==> src/rtl/risc_core_mc.sv <==
// risc_core_mc: multi-cycle 4-register core with fetch handshake, branches, multiplier, halt and retire counter
module risc_core_mc #(
    parameter int DW  = 16,
    parameter int PCW = 16
) (
    input  logic            clk,
    input  logic            rst,
    output logic            imem_req,
    output logic [PCW-1:0]  imem_addr,
    input  logic [15:0]     imem_rdata,
    input  logic            imem_valid,
    output logic [2*DW-1:0] result,
    output logic            result_valid,
    output logic            halted,
    output logic            illegal,
    output logic [31:0]     retired,
    output logic [PCW-1:0]  pc
);
    localparam logic [1:0] S_FETCH = 2'd0, S_EXEC = 2'd1, S_HALT = 2'd2;
    localparam logic [3:0] OP_LDI = 4'h1, OP_ADD = 4'h2, OP_SUB = 4'h3, OP_AND = 4'h4;
    localparam logic [3:0] OP_OR = 4'h5, OP_XOR = 4'h6, OP_MUL = 4'h7, OP_ADDI = 4'h8;
    localparam logic [3:0] OP_BEQZ = 4'h9, OP_JMP = 4'hA, OP_OUT = 4'hB, OP_HALT = 4'hF;

    logic [1:0]      state_q, state_d;
    logic [PCW-1:0]  pc_q, pc_d;
    logic [15:0]     ir_q;
    logic [DW-1:0]   rf_q [4];
    logic [2*DW-1:0] result_q, result_d;
    logic            result_valid_q, illegal_q;
    logic [31:0]     retired_q;

    logic [3:0]      op;
    logic [1:0]      rd, rs;
    logic [7:0]      imm8;
    logic [DW-1:0]   simm, a, b, wr_d;
    logic            exec, wr_en, res_en, bad_op;

    assign op   = ir_q[15:12];
    assign rd   = ir_q[11:10];
    assign rs   = ir_q[9:8];
    assign imm8 = ir_q[7:0];
    assign simm = DW'($signed(imm8));
    assign a    = rf_q[rd];
    assign b    = rf_q[rs];
    assign exec = state_q == S_EXEC;

    assign imem_addr    = pc_q;
    assign pc           = pc_q;
    assign result       = result_q;
    assign result_valid = result_valid_q;
    assign illegal      = illegal_q;
    assign retired      = retired_q;

    // ALU: register write value, result write value and their enables
    always_comb begin
        wr_d = op == OP_LDI ? simm :
               op == OP_ADD ? a + b :
               op == OP_SUB ? a - b :
               op == OP_AND ? a & b :
               op == OP_OR  ? a | b :
               op == OP_XOR ? a ^ b : a + simm;
        wr_en    = exec && (op inside {OP_LDI, OP_ADD, OP_SUB, OP_AND, OP_OR, OP_XOR, OP_ADDI});
        res_en   = exec && (op == OP_MUL || op == OP_OUT);
        result_d = op == OP_MUL ? (2*DW)'(a) * (2*DW)'(b) : (2*DW)'(a);
        bad_op   = op inside {4'hC, 4'hD, 4'hE};
    end

    // next PC: taken BEQZ is relative to pc+1, JMP is absolute, HALT keeps pc
    always_comb begin
        pc_d = (op == OP_BEQZ && a == '0) ? pc_q + PCW'(1) + PCW'($signed(imm8)) :
               op == OP_JMP  ? PCW'(imm8) :
               op == OP_HALT ? pc_q : pc_q + PCW'(1);
    end

    // FSM state register
    always_ff @(posedge clk) begin
        if (rst) state_q <= S_FETCH;
        else     state_q <= state_d;
    end

    // FSM next state: fetch waits for valid, HALT is only left through reset
    always_comb begin
        state_d = state_q == S_FETCH ? (imem_valid ? S_EXEC : S_FETCH) :
                  state_q == S_EXEC  ? (op == OP_HALT ? S_HALT : S_FETCH) : S_HALT;
    end

    // FSM outputs: request suppressed during reset so a stale handshake cannot start
    always_comb begin
        imem_req = state_q == S_FETCH && !rst;
        halted   = state_q == S_HALT;
    end

    // datapath registers: IR capture on handshake, architectural update in EXEC
    always_ff @(posedge clk) begin
        if (rst) begin
            pc_q           <= '0;
            ir_q           <= '0;
            rf_q           <= '{default: '0};
            result_q       <= '0;
            result_valid_q <= 1'b0;
            illegal_q      <= 1'b0;
            retired_q      <= '0;
        end else begin
            if (state_q == S_FETCH && imem_valid) ir_q <= imem_rdata;
            if (exec) pc_q <= pc_d;
            if (exec) retired_q <= retired_q + 32'd1;
            if (wr_en) rf_q[rd] <= wr_d;
            if (res_en) result_q <= result_d;
            result_valid_q <= res_en;
            illegal_q      <= illegal_q | (exec && bad_op);
        end
    end
endmodule

==> config.mk <==
export PLATFORM = sky130hd
export DESIGN_NAME = risc_core_mc
export DESIGN_NICKNAME = d
export VERILOG_FILES = /design/src/rtl/risc_core_mc.sv
export SDC_FILE = /design/constraint.sdc
export NUM_CORES = 1
export LEC_CHECK = 0
export CAP_MARGIN = 20
export CELL_PAD_IN_SITES_DETAIL_PLACEMENT = 0
export CELL_PAD_IN_SITES_GLOBAL_PLACEMENT = 1
export CORE_MARGIN = 3
export CORE_UTILIZATION = 40
export DETAILED_ROUTE_END_ITERATION = 6
export PLACE_DENSITY_LB_ADDON = 0.1
export SLEW_MARGIN = 40
export SYNTH_ARGS = -nofsm -noshare
export SYNTH_HDL_FRONTEND = slang
export SYNTH_SLANG_ARGS = --single-unit
==> constraint.sdc <==
create_clock -name clk -period 7.1 [get_ports clk]
set_input_delay 1.42 -clock clk [delete_from_list [all_inputs] [get_ports clk]]
set_output_delay 1.42 -clock clk [all_outputs]
set_load 0.03 [all_outputs]
## Yosys cells after proc, flatten, opt, wreduce, memory -nomap -nowiden

Cells that the tools add are included.

- $add $sub $neg: 6
- Multiply operators: 1
- Magnitude comparators: 3
- Equality and inequality tests: 18
- Mux-type cells: 23
- Bitwise operators: 6
- Reductions and logical operators: 14

Operator list:

| operator | count |
|---|---|
| $mux W16 | 14 |
| $bmux W16 S2 | 2 |
| $bwmux W64 | 1 |
| $add A16 B16 Y16 | 3 |
| $add A32 B1 Y32 const B | 1 |
| $demux W16 S2 | 1 |
| $eq A4 B4 Y1 const B | 8 |
| $mul A16 B16 Y32 | 1 |
| $mux W32 | 1 |
| $add A16 B1 Y16 const B | 1 |
| $and A16 B16 Y16 | 1 |
| $eq A4 B3 Y1 const B | 4 |
| $logic_not A16 Y1 | 1 |
| $or A16 B16 Y16 | 1 |
| $sub A16 B16 Y16 | 1 |
| $xor A16 B16 Y16 | 1 |
| $eq A4 B2 Y1 const B | 2 |
| $logic_and A1 B1 Y1 | 7 |
| $reduce_bool A7 Y1 | 1 |
| $ge A3 B3 Y1 const B | 2 |
| $mux W2 | 3 |
| $not A2 Y3 | 2 |
| $eq A4 B1 Y1 const B | 1 |
| $lt A3 B1 Y1 const B | 1 |
| 10 further kinds | 10 |

- Flip-flop bits (word level): 164
- Output and inout bits: 100
- Logic and storage cells: 82

## Depth between registers and ports, before layout

Gate-level depths: netlist (run 1).

- Depth after elaboration: 12
- Gate-level depth with buffers: 31

## Least setup slack after synthesis (run 1)

Ideal clock, no wire load.

- Path kind: register to register
- Start point: register ir_q[10]
- End point: register result_q[30] (netlist: result[30])
- Library setup time: 117 ps
- Data arrival time: 7324 ps
- Data required time: 6983 ps
- Slack: -341 ps
- Stages on the path, launching flop included: 29
- Buffers on the path: 4
- Path through: dfxtp_1 buf_6 buf_2 clkbuf_1 mux2_2 inv_1 clkbuf_1 ha_1 inv_1 fa_1 inv_1 fa_1 inv_1 fa_1 inv_1 fa_1 fa_1 inv_1 fa_1 inv_1 ha_1 or3_1 o211ai_1 o211ai_1 a221oi_1 o311ai_0 a21oi_1 xnor2_1 a22o_1

- Cells in the longest elaborated chain, start to end: 6

RTL lines:

| element | RTL line | text |
|---|---|---|
| start: declaration | 26 | `logic [15:0] ir_q;` |
| start signal: assignment | 104 | `if (state_q == S_FETCH && imem_valid) ir_q <= imem_rdata;` |
| $not A2 Y3 (implied by the code) | 43 | `assign a = rf_q[rd];` |
| $bmux W16 S2 | 43 |  |
| $mux W16 (implied by the code) (2 in series) | 43 |  |
| $mul A16 B16 Y32 | 64 | `result_d = op == OP_MUL ? (2*DW)'(a) * (2*DW)'(b) : (2*DW)'(a);` |
| $mux W32 | 64 |  |
| end signal: assignment | 108 | `if (res_en) result_q <= result_d;` |
| end: declaration | 28 | `logic [2*DW-1:0] result_q, result_d;` |

No other way between the ends. The select of a mux whose other input is x is not followed.
A chain may end at the register's enable or synchronous reset.

## Worst setup path in the final report (run 1)

- Start point: register ir_q[10]
- End point: register result_q[31] (netlist: result[31])

The elaborated chain is that of the path after synthesis.

==> results of run 1 <==
Yosys cell counts, types with 9 or more instances:
master / number
a22oi_1: 13
mux2i_1: 32
nand3b_1: 14
mux4_2: 17
a222oi_1: 11
nor4_1: 9
nand2_1: 307
o21ai_0: 75
o22ai_1: 21
mux2_2: 14
and3_1: 20
a211oi_1: 61
xor2_1: 42
inv_1: 285
or2_2: 11
clkbuf_1: 106
or3_1: 17
nor2_1: 302
a21oi_1: 131
buf_1: 9
dfxtp_1: 164
fa_1: 198
nor3_1: 36
a21o_1: 29
ha_1: 183
nand4_1: 9
buf_4: 16
o21a_1: 15
nor2b_1: 15
o211ai_1: 11
nand3_1: 27
a22o_1: 11
nand2b_1: 14
xnor2_1: 53
cells by family after synthesis:
family | count (synthesis)
and+or+nand+nor | 809
AOI/OAI and AO/OA | 487
buffers and inverters | 433
adders and majority gates | 381
DFF | 164
xor gates and xnor gates | 95
muxes | 67
cell type report:
class / instances / area share (%)
multi-input cells: 1840 / 64.0
well taps: 656 / 3.48
clock inverters: 14 / 0.695
clock buffers: 18 / 1.86
flip-flops and latches: 164 / 14.0
repair buffers: 289 / 11.3
inverters: 295 / 4.73
state kept, by name, indices dropped and copies added, names as in the netlist:
register,cells
rf_q,64
result,32
retired,32
imem_addr,16
ir_q,16
state_q,2
illegal,1
result_valid,1
report_power, final:
part / switching, mW / internal [mW] / leakage [nW] / total [mW]
Clock: 0.463 / 0.509 / 0.294 / 0.971
Combinational: 0.557 / 0.325 / 8.72 / 0.882
Sequential: 0.0289 / 0.936 / 1.33 / 0.965
Total: 1.05 / 1.77 / 10.3 / 2.82
path summary, 6_finish.rpt:
| check | startpoint | end | slack [ns] | cells past startpoint |
|---|---|---|---|---|
| worst max-delay path | ir_q[10] | result[31] | 0.19 | 25 |
| worst min-delay path | result[22] | result[22] | 0.45 | 2 |
| worst max register to register | ir_q[10] | result[31] | 0.19 | 25 |
| worst min register to register | result[22] | result[22] | 0.45 | 2 |
tightest hold or removal path: cells and delay by family (launching register included):
family | cells | cell delay (ns)
compound gates | 1 | 0.05
flops | 1 | 0.31
simple gates | 1 | 0.05
layer usage:
metal  vias to the layer above  share of wire, %  track usage (%)
met4                         0               2.3             7.60
met3                        87               4.8             3.41
met5                         -                 0                0
li1                       8523                 -                -
met1                      8942                46             35.6
met2                       471                47             43.7
repair_timing:
action | 4_1_cts | 5_1_grt
cloned | 0 | 4
pin swaps | 1 | 36
gates resized for setup | 8 | 87
endpoints found under the setup margin | 2 | 8
setup buffers | 0 | 31
placed cells by master (no fill, tap or decap), types with 19 or more instances in the layout:
cell,instances
a211oi_1,59
a21o_1,29
a21oi_1,128
and3_1,19
buf_4,146
clkbuf_16,20
clkdlybuf4s50_1,117
dfxtp_1,159
fa_1,189
ha_1,172
inv_1,269
mux2i_1,32
nand2_1,303
nand3_1,27
nor2_1,299
nor3_1,32
o21ai_0,70
o22ai_1,21
xnor2_1,53
xor2_1,42
stage by stage:
| step | worst slack [ns] | std cells | cell area, um2 | total power, mW |
|---|---|---|---|---|
| 2_1_floorplan | 0.0179 | 2436 | 19800 | 1.49 |
| 3_3_place_gp | -0.0742 | 3208 | 22300 | 1.81 |
| 3_5_place_dp | -0.124 | 3209 | 22300 | 1.82 |
| 4_1_cts | 0.0133 | 3241 | 22900 | 2.81 |
| 5_1_grt | -0.0597 | 3276 | 23600 | 2.95 |
| 6_report | 0.193 | 3276 | 23600 | 2.82 |
==> key figures, run 1 <==
Outcome
  • Status: completed

Logic synthesis
  • Xor and xnor area share after synthesis: 4.21%
  • Syn_area_per_cell: 8.12 um2
  • Largest family of logic cells by synthesized area: adder cells
  • Register bit total from synthesis: 164
  • Netlist cell types: 75
  • Fraction of synthesized area in multiplexers: 4.66%
  • Mapped cell area: 19800 um2
  • Synth Area in Compound Gates: about 17%
  • Seq/Total Area, Yosys: 16.6%
  • Post-Syn Nets: 2836
  • Cell taking the most area after synthesis: fa_1
  • Adder-cell share of the synthesized area: 31.6%
  • YS warnings: 0
  • Top cells by area, synth: fa_1 20%, dfxtp_1 17%, ha_1 12%
  • Post-Syn Instances: 2436
  • Simple-gate portion of the synthesized area: between 10% and 20%
  • Top FF cell, synth: dfxtp_1
  • Asr flop ratio synth: 0%
  • Post-synth EDFFs: 0
  • Post-synth top area share: 20.0%

Timing
  • Slew headroom: a little over two fifths
  • Hold Slack: roughly 0.45 ns
  • Final period utilization: 97.3%
  • Worst-Margin Slew: 0.873 ns
  • Final hold vios: 0
  • Max Slew Vio Count: 0
  • Final setup violating endpoints: 0
  • Layout Skew: 0.0274 ns
  • Peak Freq: 145 MHz
  • Fin Setup TNS: 0 ns
  • Final worst path period need: 6.91 ns
  • RSZ-0062 raised after global routing: yes

Global routing
  • Largest net degree at the start of global routing: 82
  • Initial antenna violation count: 4
  • First-pass GRT wire length: 106000 um
  • Total grt overflow: 0
  • Number of global-route vias before repair: 17900
  • Total GRT Usage: a little over a quarter

Clock network
  • TritonCTS clock tree: done
  • # clock sinks: 164
  • CTS Root Cell: clkbuf_16
  • Clk Latency, worst-skew pair: 0.49 ns
  • Clock Tree Buf Depth: 2
  • Clock transition at path regs: about 0.080 ns
  • Hold buffers post-CTS: 0
  • H-tree depth: 4
  • Num CTS Buffers: 17

Pwr
  • P_leak: 10.3 nW
  • P per Cell Area: 120 nW/um2
  • Peak ir drop on the vdd network: 0.180 mV

Floorplanning
  • Starting Density: 41.0%
  • Core ar.: around 48000 um2
  • I/O Pins: 119
  • Die height: 228 um
  • Row count: 80
  • Die Wd: 228 um
  • Die area: 52100 um2

Drt
  • Final WL: roughly 69000 um
  • DRC: 0
  • Starting DRC count in detailed routing: 1487
  • Drt via density: about 5.5
  • Post-route ant nets: 0
  • Via count: 18000
  • WL/cell: 21.2 um
  • Drt pass-1 iters: 6

Placed design
  • Dpl hpwl: between 50000 and 60000 um
  • Gpl congestion: between 0.9 and 1
  • Port Buffers: between 100 and 150

Layout
  • Multi-input logic area: 15100 um2
  • NumNets Final: 3007
  • Filler cells: 4797
  • Seq. cell area: 3300 um2
  • Syn-to-layout area delta: 19.2%
  • Share of layout cells above drive strength 1: a little over an eighth
  • Ant diodes: 0
  • Core Util, Final: 48.9%

Worst setup path
  • Largest stage delay, worst path: 0.63 ns
  • WP buf/inv: 7
  • Crit Path Class: flop to flop
  • Critical path's most frequent cell: fa_1
  • Crit path required time: 7.48 ns
  • CP max stage cell: mux4_2
  • Worst path top cell family by delay: adder cells
  • Worst Path Arrival: about 7.3 ns
  • CP Launch Type: flop
  • Crit end category: flop
  • Crit path max fanout: 7

Flow run
  • Max_cap viols: 0

Min path
  • HP Class: flop to flop
No activity file was read; power rests on OpenSTA's default activity.
==> run 2: changes to the inputs <==
--- a/config.mk
+++ b/config.mk
@@ -8,7 +8,7 @@
 export CAP_MARGIN = 20
 export CELL_PAD_IN_SITES_DETAIL_PLACEMENT = 0
 export CELL_PAD_IN_SITES_GLOBAL_PLACEMENT = 1
-export CORE_MARGIN = 3
+export CORE_MARGIN = 2
 export CORE_UTILIZATION = 40
 export DETAILED_ROUTE_END_ITERATION = 6
 export PLACE_DENSITY_LB_ADDON = 0.1
==> key figures, run 2 (synthesis results as in run 1) <==
Min path
  • Hold endpoint: result[22]
  • Hold path depth: 2
  • Hold Path Origin: result[22]
  • HP Class: flop to flop

Worst setup path
  • CP max stage cell: mux4_1
  • Reg2reg setup slack: 0.19 ns
  • Crit path max fanout: 6
  • Crit path required time: between 7 and 8 ns
  • Crit Path Class: flop to flop
  • Largest stage delay, worst path: roughly 0.66 ns
  • Critical path's most frequent cell: fa_1
  • Worst R2R End: result[31]
  • Worst reg2reg path depth: 25
  • Worst Path Arrival: 7.31 ns
  • Crit end category: flop
  • CP Launch Type: flop
  • Reg-to-Reg Start: ir_q[8]

Timing
  • Final worst setup slack: around 0.19 ns
  • Slew headroom: 42.6%
  • Max Slew Vio Count: 0
  • Final period utilization: 97.3%
  • Final hold vios: 0
  • Hold Slack: roughly 0.45 ns
  • Layout Skew: 0.0158 ns
  • Final worst path period need: a little under 7 ns
  • Final setup violating endpoints: 0
  • Worst-Margin Slew: 0.857 ns
  • Peak Freq: around 140 MHz

Clock network
  • Clock transition at path regs: ~0.08 ns
  • # clock sinks: 164
  • H-tree depth: 4
  • TritonCTS clock tree: done
  • Hold buffers post-CTS: 0
  • CTS Root Cell: clkbuf_16
  • Clk Latency, worst-skew pair: 0.51 ns
  • Num CTS Buffers: 17
  • Clock Tree Buf Depth: 2

Drt
  • Final WL: ~70000 um
  • DRC: 0
  • Starting DRC count in detailed routing: 1434
  • Via count: approximately 18000
  • WL/cell: ~22 um
  • Post-route ant nets: 0
  • Drt via density: 5.61
  • Drt pass-1 iters: 6

Placed design
  • Pre-CTS setup slack: -0.0779 ns
  • Gpl congestion: approximately 0.9
  • Dpl hpwl: 54800 um
  • Port Buffers: 118
  • Area post-placement: 22300 um2
  • Placed cells: ~3200

Layout
  • Share of layout cells above drive strength 1: between 10% and 20%
  • Non-filler cells, final: about 3300
  • Most common cell after layout, fill and taps aside: nand2_1
  • Syn-to-layout area delta: 18.9%
  • Final instance area: 23500 um2
  • NumNets Final: 3000
  • Core Util, Final: approximately 48%
  • Top reg by flops: rf_q
  • Commonest non-fill, non-tap cells in the layout: 307 x nand2_1, 300 x nor2_1, 278 x inv_1, 195 x fa_1, 181 x ha_1
  • Max reg flops: 64
  • Ant diodes: 0

Global routing
  • Total grt overflow: 0
  • Total GRT Usage: 27.9%
  • Largest net degree at the start of global routing: 80
  • Number of global-route vias before repair: 18000
  • First-pass GRT wire length: 107000 um
  • Initial antenna violation count: 0

Outcome
  • Status: completed

Floorplanning
  • Row count: 81
  • Die Wd: 226 um
  • Die height: 226 um
  • Starting Density: 40.5%
  • Die area: about 50000 um2
  • I/O Pins: 119
  • Core ar.: 48800 um2

Pwr
  • P per Cell Area: 121 nW/um2
  • P_leak: 10.3 nW
  • Peak ir drop on the vdd network: between 0.15 and 0.2 mV

Flow run
  • Max_cap viols: 0
run 2: cell types whose count changed in the layout (fill, tap and decap cells not counted), sizes merged:
cell,before,now
clkinvlp,2,1
bufinv,1,0
buf,169,159
clkdlybuf4s15,0,1
inv,293,295
mux4,18,20
run 2: critical path, delay by kind of cell (launching register included):
kind,cells,cell delay (ns)
mux,1,0.66
flops,1,0.36
compound gates,6,1.31
buf+inv,7,0.67
fa+ha+maj,7,3.22
simple gates,4,0.61
run 2: worst max-delay path by stage:
stage	start	to	slack, ns
floorplan	ir_q[10]	result[30]	0.02
global placement	ir_q[11]	result[30]	-0.008
detailed placement	ir_q[9]	result[31]	-0.08
CTS	ir_q[9]	result[31]	-0.01
global route	ir_q[8]	result[28]	-0.002
finish	ir_q[8]	result[31]	0.19
run 2: repair_timing:
item / in CTS / in global routing
hold endpoints to repair: 0 / 0
pin swaps: 1 / 13
endpoints found under the setup margin: 3 / 13
gates cloned: 0 / 7
buffers inserted: 0 / 33
gates resized for setup: 4 / 58
run 2: metal layers:
metal	routed length [um]	GRT usage (%)	up-vias	share of wire, %
met5	0	0	-	0
met3	4820	3.56	96	6.7
li1	-	-	8524	-
met1	31300	37.5	9106	44
met4	2090	9.40	0	2.9
met2	33700	46.3	652	47
run 2: final cells by class:
| type | count | area [um2] |
|---|---|---|
| multi-input combinational | 1842 | 15000 |
| clock inverter | 14 | 155 |
| clock buffer | 18 | 439 |
| inverter | 295 | 1110 |
| tap | 664 | 831 |
| fill | 4936 | 25300 |
| sequential | 164 | 3300 |
| timing repair buffer | 280 | 2650 |
run 2: where the power goes:
part / internal, mW / switching (mW) / total (mW) / leakage [nW]
clock network: 0.480 / 0.505 / 0.985 / 0.292
logic: 0.325 / 0.565 / 0.890 / 8.68
registers: 0.936 / 0.0277 / 0.964 / 1.33
total: 1.74 / 1.10 / 2.84 / 10.3
run 2: metrics by stage:
step	power, mW	setup TNS (ns)
2_1_floorplan	1.49	0
3_3_place_gp	1.80	-0.00783
3_5_place_dp	1.81	-0.103
4_1_cts	2.81	-0.0126
5_1_grt	2.96	-0.00227
6_report	2.84	0
==> run 3: changes to the inputs <==
--- a/config.mk
+++ b/config.mk
@@ -5,6 +5,7 @@
 export SDC_FILE = /design/constraint.sdc
 export NUM_CORES = 1
 export LEC_CHECK = 0
+export ABC_AREA = 1
 export CAP_MARGIN = 20
 export CELL_PAD_IN_SITES_DETAIL_PLACEMENT = 0
 export CELL_PAD_IN_SITES_GLOBAL_PLACEMENT = 1
==> key figures, run 3 <==
Logic synthesis
  • Netlist cell types: 47
  • Post-Syn Nets: 3498
  • Mapped cell area: 20900 um2
  • Post-Syn Instances: between 3000 and 4000
  • Most instantiated cells after synthesis: 690 x nand2_1, 585 x inv_1, 305 x nor2_1, 232 x a21oi_1, 198 x fa_1
  • Post-synth EDFFs: 0
  • Syn_area_per_cell: 6.74 um2
  • Asr flop ratio synth: 0%
  • Top FF cell, synth: dfxtp_1
  • Cell taking the most area after synthesis: fa_1
  • Most numerous cell in the Yosys netlist: nand2_1
  • Register bit total from synthesis: 164
  • Seq/Total Area, Yosys: 15.7%
  • Top cells by area, synth: fa_1 19%, dfxtp_1 16%, nand2_1 12%
  • Post-synth top area share: 19.0%
  • YS warnings: 0

Floorplanning
  • Die height: 232 um
  • Starting Density: 40.5%
  • Row count: 83
  • Die Wd: 232 um
  • Die area: ~54000 um2
  • Core ar.: 51500 um2
  • I/O Pins: 119

Worst setup path
  • Crit path required time: 7.45 ns
  • Reg-to-Reg Start: ir_q[10]
  • Worst Path Arrival: around 7.1 ns
  • Crit. Startpoint: ir_q[10]
  • Worst reg2reg path depth: 23
  • Crit path max fanout: 11
  • CP Launch Type: flop
  • Crit end category: flop
  • Crit Path Class: flop to flop

Placed design
  • Placed cells: 3862
  • Gpl congestion: 0.935
  • Dpl hpwl: 61200 um
  • Area post-placement: around 23000 um2
  • Port Buffers: 118
  • Pre-CTS setup slack: 0.137 ns

Drt
  • Final WL: around 76000 um
  • Drt pass-1 iters: 5
  • Via count: ~20000
  • Drt via density: 5.23
  • Starting DRC count in detailed routing: 1414
  • WL/cell: about 20 um
  • DRC: 0
  • Post-route ant nets: 0

Timing
  • RSZ-0062 raised after global routing: no
  • Fin Setup TNS: 0 ns
  • Final hold vios: 0
  • Peak Freq: approximately 150 MHz
  • Final worst setup slack: roughly 0.33 ns
  • Max Slew Vio Count: 0
  • Final setup violating endpoints: 0
  • Worst-Margin Slew: between 0.7 and 0.8 ns
  • Hold Slack: 0.470 ns
  • Final period utilization: ~95%
  • Slew headroom: ~47%
  • Final worst path period need: 6.77 ns
  • Layout Skew: 0.0178 ns

Outcome
  • Status: completed

Layout
  • Top reg by flops: rf_q
  • Syn-to-layout area delta: 14.0%
  • Most common cell after layout, fill and taps aside: nand2_1
  • Core Util, Final: between 40% and 50%
  • Final instance area: 23800 um2
  • Multi-input logic area: 14800 um2
  • Commonest non-fill, non-tap cells in the layout: 688 x nand2_1, 578 x inv_1, 302 x nor2_1, 232 x a21oi_1, 198 x fa_1
  • Non-filler cells, final: 3898
  • Max reg flops: 64
  • Seq. cell area: approximately 3300 um2
  • Filler cells: around 5400
  • NumNets Final: 3605
  • Ant diodes: 0
  • Share of layout cells above drive strength 1: between 5 and 6%

Pwr
  • P per Cell Area: approximately 130 nW/um2
  • Pwr Total: 3.16 mW
  • P_leak: 11.6 nW
  • Peak ir drop on the vdd network: 0.160 mV

Clock network
  • # clock sinks: 164
  • Clock transition at path regs: 0.08 ns
  • Clock Tree Buf Depth: 2
  • Clk Latency, worst-skew pair: 0.48 ns
  • CTS Root Cell: clkbuf_16
  • Num CTS Buffers: 17
  • TritonCTS clock tree: done
  • H-tree depth: 4

Min path
  • Hold Path Origin: result[23]
  • HP Class: flop to flop
  • Hold path depth: 2

Global routing
  • Largest net degree at the start of global routing: 55
  • Number of global-route vias before repair: 20600
  • First-pass GRT wire length: 120000 um
  • Total grt overflow: 0
  • Initial antenna violation count: 0
  • Total GRT Usage: 29.0%

Flow run
  • Max_cap viols: 0
run 3: worst max-delay path, cell delays in order (launching register included):
cell and delay [ns]:
dfxtp_2 0.46, nand2_1 0.08, buf_4 0.20, o21ai_2 0.60, inv_2 0.33, nor2_1 0.25, fa_1 0.47, fa_1 0.47
fa_1 0.54, fa_1 0.45, fa_1 0.50, inv_1 0.05, fa_1 0.47, inv_1 0.05, ha_1 0.31, a21oi_1 0.24
o21ai_0 0.20, a21oi_1 0.22, nor2_1 0.06, a211oi_1 0.17, nand2_1 0.10, or2_2 0.28, nand3_1 0.07, a21oi_1 0.06
run 3: what timing repair did:
action,in CTS,in global routing
buffers inserted,0,4
hold buffers,0,0
endpoints found under the setup margin,0,14
gates resized for setup,0,14
endpoints found under the hold margin,0,0
run 3: kinds of logic (layout without fill, tap and decap cells):
family / after synthesis / count (layout) / synth area share (%)
compound gates: 494 / 494 / 13.4
xor+xnor: 55 / 55 / 2.31
fa+ha+maj: 381 / 381 / 29.9
buf+inv: 733 / 853 / 13.6
flops: 164 / 164 / 15.7
mux: 2 / 2 / 0.0959
simple gates: 1269 / 1269 / 25.0
run 3: worst paths after layout:
| path | end | slack (ns) |
|---|---|---|
| setup / recovery | result[30] | 0.33 |
| hold / removal | result[23] | 0.47 |
| hold reg to reg | result[23] | 0.47 |
| setup reg to reg | result[30] | 0.33 |
run 3: final cells by class:
class | count | share of cell area (%)
Clock buffer | 18 | 1.80
Clock inverter | 14 | 0.768
Inverter | 610 | 9.67
Multi-Input combinational cell | 2201 | 62.3
Sequential cell | 164 | 13.8
Tap cell | 680 | 3.58
Timing Repair Buffer | 211 | 8.04
run 3: report_power, final:
group / internal (mW) / switching [mW] / total, mW
Sequential: 0.946 / 0.0387 / 0.985
Clock: 0.536 / 0.467 / 1.00
Combinational: 0.360 / 0.814 / 1.17
Total: 1.84 / 1.32 / 3.16
run 3: metal layers:
layer	global-route usage [%]	routed length, um	vias to the layer above
li1	-	-	9908
met1	40.3	35400	9796
met2	47.4	34900	607
met3	3.59	4090	88
met4	8.12	1790	0
met5	0	0	-
